File: config.mk
export PLATFORM = sky130hd
export DESIGN_NAME = riscv_muldiv
export DESIGN_NICKNAME = d
export VERILOG_FILES = /design/src/rtl/riscv_muldiv.sv
export SDC_FILE = /design/constraint.sdc
export NUM_CORES = 1
export LEC_CHECK = 0
export ABC_AREA = 1
export CELL_PAD_IN_SITES_DETAIL_PLACEMENT = 1
export CELL_PAD_IN_SITES_GLOBAL_PLACEMENT = 2
export CORE_UTILIZATION = 35
export CTS_CLUSTER_SIZE = 25
export DETAILED_ROUTE_END_ITERATION = 10
export HOLD_SLACK_MARGIN = 0.08
export PLACE_DENSITY_LB_ADDON = 0.1
export SKIP_CTS_REPAIR_TIMING = 1
export SLEW_MARGIN = 20
export SYNTH_ARGS = -nofsm -noshare
export SYNTH_HDL_FRONTEND = slang
export SYNTH_SLANG_ARGS = --single-unit
File: constraint.sdc
create_clock -name clk -period 7.11 [get_ports clk]
set_clock_uncertainty 0.1 [all_clocks]
set_input_delay 1.422 -clock clk [delete_from_list [all_inputs] [get_ports clk]]
set_output_delay 1.422 -clock clk [all_outputs]
set_load 0.05 [all_outputs]
File: src/rtl/riscv_muldiv.sv
// Iterative RV32M multiply/divide unit for the execute stage.
// Shift-add multiply and restoring divide, UNROLL bits per CALC cycle,
// sign fix-up in a separate FIX cycle, one-cycle done pulse.
//
// state  | meaning
// -------+-----------------------------------------------------------
// IDLE   | no operation; result holds last value
// CALC   | iterating, UNROLL multiplier bits / divide steps per cycle
// FIX    | sign correction and output word select into result
// DONE   | done pulse; a new start may be accepted back-to-back
module riscv_muldiv #(
   parameter int DATA_W = 32,
   parameter int UNROLL = 1
) (
   input  logic              clk,
   input  logic              reset,
   input  logic              start,
   input  logic              kill,
   input  logic [2:0]        funct3,
   input  logic [DATA_W-1:0] op_a,
   input  logic [DATA_W-1:0] op_b,
   output logic              busy,
   output logic              done,
   output logic [DATA_W-1:0] result
);

   localparam int N_ITER = DATA_W / UNROLL;
   localparam int CW     = $clog2(N_ITER) + 1;

   localparam logic [CW-1:0] CNT_LOAD = CW'(N_ITER);
   localparam logic [CW-1:0] CNT_ONE  = CW'(1);

   localparam logic [1:0] S_IDLE = 2'd0;
   localparam logic [1:0] S_CALC = 2'd1;
   localparam logic [1:0] S_FIX  = 2'd2;
   localparam logic [1:0] S_DONE = 2'd3;

   localparam logic [DATA_W-1:0] MIN_NEG = {1'b1, {(DATA_W-1){1'b0}}};

   // a_q holds the multiplicand (mul) or the divisor magnitude (div).
   // b_q holds the multiplier being shifted out (mul) or the dividend
   // shifting into the quotient (div). acc_q is the 2W product, or the
   // W+1 bit partial remainder in its low bits for divides.
   logic [1:0]          state_q,    state_d;
   logic [2:0]          funct3_q,   funct3_d;
   logic [DATA_W-1:0]   a_q,        a_d;
   logic [DATA_W-1:0]   b_q,        b_d;
   logic [2*DATA_W-1:0] acc_q,      acc_d;
   logic [CW-1:0]       cnt_q,      cnt_d;
   logic                neg_res_q,  neg_res_d;
   logic                neg_rem_q,  neg_rem_d;
   logic [DATA_W-1:0]   result_q,   result_d;

   logic                accept;
   logic                signed_a;
   logic                signed_b;
   logic                a_neg;
   logic                b_neg;
   logic [DATA_W-1:0]   a_mag;
   logic [DATA_W-1:0]   b_mag;
   logic                div_zero;
   logic                div_ovf;
   logic [DATA_W-1:0]   special_res;

   logic [2*DATA_W-1:0] m_acc;
   logic [DATA_W-1:0]   m_b;
   logic [DATA_W:0]     m_sum;
   logic [DATA_W:0]     d_rem;
   logic [DATA_W-1:0]   d_q;
   logic [DATA_W:0]     d_sh;
   logic [DATA_W:0]     d_diff;
   logic [2*DATA_W-1:0] acc_step;
   logic [DATA_W-1:0]   b_step;

   logic [2*DATA_W-1:0] prod_fix;
   logic [DATA_W-1:0]   quot_fix;
   logic [DATA_W-1:0]   rem_fix;
   logic [DATA_W-1:0]   fix_res;

   // Operand decode at accept: signedness, magnitudes and special divides
   always_comb begin
      accept   = start && !kill && (state_q == S_IDLE || state_q == S_DONE);
      signed_a = 1'b0;
      signed_b = 1'b0;
      case (funct3)
         3'b001, 3'b100, 3'b110: begin
            signed_a = 1'b1;
            signed_b = 1'b1;
         end
         3'b010:  signed_a = 1'b1;
         default: ;
      endcase
      a_neg    = signed_a & op_a[DATA_W-1];
      b_neg    = signed_b & op_b[DATA_W-1];
      a_mag    = a_neg ? -op_a : op_a;
      b_mag    = b_neg ? -op_b : op_b;
      div_zero = funct3[2] && (op_b == '0);
      div_ovf  = funct3[2] && !funct3[0] && (op_a == MIN_NEG) && (op_b == '1);
      special_res = '0;
      if (div_zero) begin
         special_res = funct3[1] ? op_a : '1;
      end else if (div_ovf) begin
         special_res = funct3[1] ? '0 : op_a;
      end
   end

   // One CALC cycle worth of shift-add and restoring-divide steps
   always_comb begin
      m_acc  = acc_q;
      m_b    = b_q;
      m_sum  = '0;
      d_rem  = acc_q[DATA_W:0];
      d_q    = b_q;
      d_sh   = '0;
      d_diff = '0;
      for (int i = 0; i < UNROLL; i++) begin
         m_sum = {1'b0, m_acc[2*DATA_W-1:DATA_W]} + (m_b[0] ? {1'b0, a_q} : '0);
         m_acc = {m_sum, m_acc[DATA_W-1:1]};
         m_b   = m_b >> 1;

         d_sh   = {d_rem[DATA_W-1:0], d_q[DATA_W-1]};
         d_diff = d_sh - {1'b0, a_q};
         if (!d_diff[DATA_W]) begin
            d_rem = d_diff;
            d_q   = {d_q[DATA_W-2:0], 1'b1};
         end else begin
            d_rem = d_sh;
            d_q   = {d_q[DATA_W-2:0], 1'b0};
         end
      end
      if (funct3_q[2]) begin
         acc_step = {{(DATA_W-1){1'b0}}, d_rem};
         b_step   = d_q;
      end else begin
         acc_step = m_acc;
         b_step   = m_b;
      end
   end

   // Sign correction and output word select for the FIX cycle
   always_comb begin
      prod_fix = neg_res_q ? -acc_q : acc_q;
      quot_fix = neg_res_q ? -b_q : b_q;
      rem_fix  = neg_rem_q ? -acc_q[DATA_W-1:0] : acc_q[DATA_W-1:0];
      case (funct3_q)
         3'b000:                 fix_res = prod_fix[DATA_W-1:0];
         3'b001, 3'b010, 3'b011: fix_res = prod_fix[2*DATA_W-1:DATA_W];
         3'b100, 3'b101:         fix_res = quot_fix;
         default:                fix_res = rem_fix;
      endcase
   end

   // Next-state and datapath register update; kill overrides everything
   always_comb begin
      state_d   = state_q;
      funct3_d  = funct3_q;
      a_d       = a_q;
      b_d       = b_q;
      acc_d     = acc_q;
      cnt_d     = cnt_q;
      neg_res_d = neg_res_q;
      neg_rem_d = neg_rem_q;
      result_d  = result_q;
      if (kill) begin
         state_d = S_IDLE;
      end else begin
         case (state_q)
            S_IDLE, S_DONE: begin
               if (accept) begin
                  funct3_d  = funct3;
                  a_d       = funct3[2] ? b_mag : a_mag;
                  b_d       = funct3[2] ? a_mag : b_mag;
                  acc_d     = '0;
                  cnt_d     = CNT_LOAD;
                  neg_res_d = a_neg ^ b_neg;
                  neg_rem_d = a_neg;
                  if (div_zero || div_ovf) begin
                     result_d = special_res;
                     state_d  = S_DONE;
                  end else begin
                     state_d  = S_CALC;
                  end
               end else begin
                  state_d = S_IDLE;
               end
            end
            S_CALC: begin
               acc_d = acc_step;
               b_d   = b_step;
               cnt_d = cnt_q - CNT_ONE;
               if (cnt_q == CNT_ONE) begin
                  state_d = S_FIX;
               end
            end
            S_FIX: begin
               result_d = fix_res;
               state_d  = S_DONE;
            end
            default: state_d = S_IDLE;
         endcase
      end
   end

   // State and datapath registers with synchronous reset
   always_ff @(posedge clk) begin
      if (reset) begin
         state_q   <= S_IDLE;
         funct3_q  <= '0;
         a_q       <= '0;
         b_q       <= '0;
         acc_q     <= '0;
         cnt_q     <= '0;
         neg_res_q <= 1'b0;
         neg_rem_q <= 1'b0;
         result_q  <= '0;
      end else begin
         state_q   <= state_d;
         funct3_q  <= funct3_d;
         a_q       <= a_d;
         b_q       <= b_d;
         acc_q     <= acc_d;
         cnt_q     <= cnt_d;
         neg_res_q <= neg_res_d;
         neg_rem_q <= neg_rem_d;
         result_q  <= result_d;
      end
   end

   // Outputs decode straight from registers
   always_comb begin
      busy   = (state_q == S_CALC) || (state_q == S_FIX);
      done   = (state_q == S_DONE);
      result = result_q;
   end

endmodule

* Yosys cells after proc, flatten, opt, wreduce, memory -nomap -nowiden
Index checks and enable logic that the tools add are counted.
Widths: inputs -> output; s select.
** Storage, ports and cells
- Bits in registers :: 173
- Bits of input ports :: 71
- Output and inout bits :: 34
- Word-level logic and storage cells :: 96
** Cells by class
- Add/subtract/negate cells :: 8
- Equality and inequality tests :: 18
- Mux-type cells :: 32
- Bitwise gates (word level) :: 4
- Reductions and logical operators :: 25
** Operator list (number)
- $mux 32 :: 15
- $mux 64 :: 3
- $neg 32->32 :: 4
- $pmux 32 s2 :: 2
- $pmux 64 s2 :: 1
- $pmux 32 s3 :: 1
- $eq 32x32->1 const B :: 2
- $neg 64->64 :: 1
- $add 32x32->33 :: 1
- $mux 33 :: 1
- $sub 33x32->33 :: 1
- $logic_not 32->1 :: 1
- $eq 3x3->1 const B :: 4
- $pmux 6 s2 :: 1
- $eq 3x2->1 const B :: 3
- $eq 3x1->1 const B :: 2
- $eq 6x1->1 const B :: 1
- $logic_and 1x1->1 :: 6
- $mux 2 :: 3
- $mux 6 :: 1
- $ne 2x2->1 const B :: 3
- $pmux 2 s3 :: 1
- $reduce_and 3->1 :: 2
- $reduce_or 2->1 :: 3
- 15 further kinds :: 24

* Depth between registers and ports, before layout
- Word-level depth :: 9
- Depth in mapped cells :: 23
- Depth with buffers taken out :: 21

* Worst setup path after synthesis
No wires, ideal clock.
- Kind :: reg2reg
- Start point :: register b_q[31]
- End point :: register acc_q[15]
- Setup time :: 70 ps
- Arrival :: 3301 ps
- Required time :: 6940 ps
- Setup slack :: 3639 ps
- Stages on the path, launching flop included :: 24
- Path buffers :: 3
- Clock period less this slack :: 3471 ps
- Cells stage by stage :: dfxtp_1 > inv_1 > ha_1 > fa_1 > inv_1 > nand3_1 > nand2_1 > nand2_1 > nand2_1 > nand3_1 > nand2_1 > nand2_1 > nand2_1 > a21oi_1 > o21bai_1 > ha_1 > clkbuf_1 > inv_1 > clkbuf_1 > clkbuf_1 > a21oi_1 > nand2_1 > o211ai_1 > a21oi_1
** Between the ends
- Word-level cells in the longest chain between the ends :: 4
** Ends and longest elaborated chain
- start, declared :: line 47 : logic [DATA_W-1:0] b_q, b_d;
- start signal, assigned :: line 210 : b_q <= '0;
- start signal, assigned :: line 220 : b_q <= b_d;
- $sub 33x32->33 :: line 122 : d_diff = d_sh - {1'b0, a_q};
- $mux 33 :: line 123 : if (!d_diff[DATA_W]) begin
- $mux 64 :: line 131 : if (funct3_q[2]) begin
- $pmux 64 s2 :: line 167 : case (state_q)
- end signal, assigned :: line 211 : acc_q <= '0;
- end signal, assigned :: line 221 : acc_q <= acc_d;
- end, declared :: line 48 : logic [2*DATA_W-1:0] acc_q, acc_d;
Every way passes these cells.
A chain may end at the register's enable or synchronous reset.

* Final worst setup path
- Start point :: input port op_b[0]
- End point :: register result_q[17] (netlist: result[17])
** Between the ends
- Word-level cells in the longest chain between the ends :: 7
- Elaborated cells on any way between the ends :: 12
- Classes of those cells :: eq/ne: 2; mux: 5; reduce/logical: 5
** Ends and longest elaborated chain
- start, declared :: line 21 : input logic [DATA_W-1:0] op_b,
- $eq 32x32->1 :: line 98 : div_ovf = funct3[2] && !funct3[0] && (op_a == MIN_NEG) && (op_b == '1);
- $logic_and 1x1->1 :: line 98
- $mux 32 :: line 102 : end else if (div_ovf) begin
- $mux 32 :: line 100 : if (div_zero) begin
- $mux 32 :: line 177 : if (div_zero || div_ovf) begin
- $mux 32 :: line 169 : if (accept) begin
- $pmux 32 s2 :: line 167
- end signal, assigned :: line 225 : result_q <= result_d;
- end, declared :: line 52 : logic [DATA_W-1:0] result_q, result_d;
Several ways; a longest one is shown, not always the timed one. The select of a mux whose other input is x is not followed.

==> impl_metrics.toml <==
[logic_synthesis]
syn_area_um2 = 19400
asyncSetResetFlopFracSynth_pct = 0
synth_top_family_by_area = "simple AND/OR/NAND/NOR gates"
synth_simple_gate_area_share_pct = 40.8
synth-warning-count = 0
synth-xor-area-share_pct = 3.11
synthCells = 3514
synth_top_area_share_pct = 18.1
syn_avg_cell_area_um2 = 5.53
netlist-cell-type-count = 54
post_synthesis_mux_area_share_pct = 0
synthesis.nets = 3663
synth-compound-area-share_pct = 22.6
synth-edff-count = 0
netlist.top_cell.by_area = "nand2_1"
yosysSeqAreaShare_pct = 17.8
ys_ff_latch = 173
synth-adder-area-share_pct = 5.10
top_ff_cell_synth = "dfxtp_1"
post_synth_main_area_contributors = "nand2_1 (18%), dfxtp_1 (18%), a21oi_1 (10%), nor2_1 (8.5%), nand3_1 (7.5%)"

[floorplan]
die_h_um = 238
placementRows = 85
core_region_area_um2 = 54300
die_w_um = 238
initial_utilization_pct = 35.8
die_area_um2 = 56500
ioPinCount = 105

[finish]
area.growth.synth_to_final_pct = 11.3
nFillCells = 7589
finish.instance_area_um2 = 21600
area_of_combinational_cells_with_multiple_inputs_um2 = 13900
final_cell_count_no_fill = 4274
post_route_cells_drive_above_1_share_pct = 4.24
layout.area.seq_um2 = 3470
num-nets-final = 3670
final_common_cell = "nand2_1"
most-common-layout-cells = "nand2_1 (937), nor2_1 (433), a21oi_1 (404)"

[placement]
dp_hpwl_um = 92700
routabilityCongestion = 1.03
buffer_ports.inserted = 104
placed_cells = 4241
post_dp_cell_area_um2 = 21000

[global_route]
grt_antenna_before_repair = 4
grt-ovfl-total = 0
groute.usage.overall_pct = 40.3
grt_max_degree = 96
grt_pass1_wl_um = 167000
grt_pass1_vias = 25233

[setup_path]
worst_path_max_fanout = 23
worst_setup_path_start_kind = "input port"
worst-endpoint-arrival_ns = 4.84
critPathRequiredTime_ns = 7.44
critical_path.endpoint_type = "register"
critical_path_class = "input port to register"

[route]
first_iter_violations = 2299
viasPerCell = 5.95
routed_wire_per_std_cell_um = 26.7
drc = 0
detailroute.via_count = 25414
drt-total-wl_um = 114000
route.antenna.remaining_nets = 0
drtPass1Iterations = 5

[clock_network]
cts-root-to-sink-buffers = 2
clk_latency_ns = 0.51
clock_sinks = 173
clk_transition_reported_paths_ns = 0.08
clock-root-buffer = "clkbuf_16"
tritoncts_clock_tree = "done"
cts_buffers = 17
cts.htree.levels = 4

[timing]
worst_margin_pin_slew_ns = 1.10
fin_crit_sh_pct = 63.4
count_of_endpoints_failing_hold_in_the_final_timing_report = 0
max_slew_margin_pct = 26.4
setup_viol_count_final = 0
post-route-min-period_ns = 4.51
max_freq_ghz = 0.222
setup_total_negative_slack_ns = 0
rsz0062_at_grt = "no"
final-max-slew-violation-count = 0

[power_and_ir_drop]
combPwrFrac_pct = 35.2
power_frac_seq_pct = 33.2
p_sw_share_pct = 44.7
power-per-cell-area_nw_per_um2 = 149
power.clock.fraction_pct = 31.6
p_int_uw = 1780
p_leak_uw = 0.00987
net-switching-power_uw = 1440
ir_worst_vdd_mv = 0.213

[run]
maxCapViolations = 0

[outcome]
status = "completed"

[hold_path]
timing.hold.worst.class = "register to register"
[worst max-delay path, cell delays in order]
cell and delay [ns]:
clkdlybuf4s50_1 0.62, inv_1 0.18, ha_1 0.26, nand2_4 0.13, nor2_4 0.16, nand3b_4 0.10
nor2_2 0.18, nand2_1 0.10, nand2_1 0.16, nand2_1 0.11, a21oi_4 0.36, buf_4 0.37
nand2_4 0.19, nor2_2 0.19, nand2_1 0.14, a21oi_2 0.14
[power by group through the flow]
stage          clock, uW  sequential (uW)  combinational, uW
6_report            1020             1070               1130
2_1_floorplan          0             1050                672
3_3_place_gp           0             1090               1080
4_1_cts             1030             1060               1100
5_1_grt             1060             1070               1210
3_5_place_dp           0             1090               1090
[per-layer routing]
layer  part of all wire (%)  global-route usage, %  vias to the layer above
met5                  0.021                      0                        -
met3                    6.6                   6.48                      322
met1                     41                   48.8                    12378
met4                    8.2                   29.7                        4
li1                       -                      -                    11613
met2                     45                   64.5                     1097
[sequential cells by signal (all words and copies together), names as in the netlist, 2 cells and up]
signal,cells
acc_q,64
a_q,32
b_q,32
result,32
cnt_q,6
funct3_q,3
state_q,2
[synthesized netlist by cell type, drive strengths merged (2+ instances only)]
master and number:
nand2 944, nor2 468, a21oi 407, inv 387, nand3 292, o21ai 275
dfxtp 173, clkbuf 107, ha 76, o211ai 54, xor2 52, nand4 48
nor3 43, buf 36, nand3b 23, or2 21, a31oi 17, xnor2 17
o21bai 11, nor4 9, o21a 9, o221ai 8, a21o 7, a22oi 5
nor3b 4, o22ai 4, o2111ai 3, a21boi 2, a311oi 2, clkinv 2
fa 2
[stage by stage]
stage	total power (uW)	utilization, %	setup WS (ns)	hold WS (ns)
floorplan	1720	-	3.64	0.353
global placement	2160	38.7	2.22	0.356
detailed placement	2180	38.7	2.12	0.358
CTS	3190	39.8	2.45	0.370
global route	3340	39.8	2.31	0.391
finish	3210	39.8	2.60	0.365
[kinds of logic (layout without fill, tap and decap cells)]
family	count (synthesis)	count (layout)
buffers and inverters	532	552
XOR/XNOR	69	69
other	0	1
AND/OR/NAND/NOR	1854	1854
AO/OA/AOI/OAI	808	808
adder cells (fa/ha/maj)	78	78
flip-flops	173	173
[worst paths after layout]
| path | startpoint | endpoint | slack, ns | cells past startpoint |
|---|---|---|---|---|
| worst min register to register | result[24] | result[24] | 0.37 | 2 |
| worst max register to register | a_q[26] | acc_q[8] | 2.63 | 17 |
| worst min-delay path | result[24] | result[24] | 0.37 | 2 |
| worst max-delay path | op_b[0] | result[17] | 2.60 | 16 |
[layout make-up]
class,count,area share (%)
Antenna cell,1,0.0116
Clock buffer,17,1.97
Clock inverter,15,0.792
Inverter,389,6.75
Multi-Input combinational cell,2809,64.4
Sequential cell,173,16.0
Tap cell,739,4.27
Timing Repair Buffer,131,5.80
(Power assumes the default switching activity.)
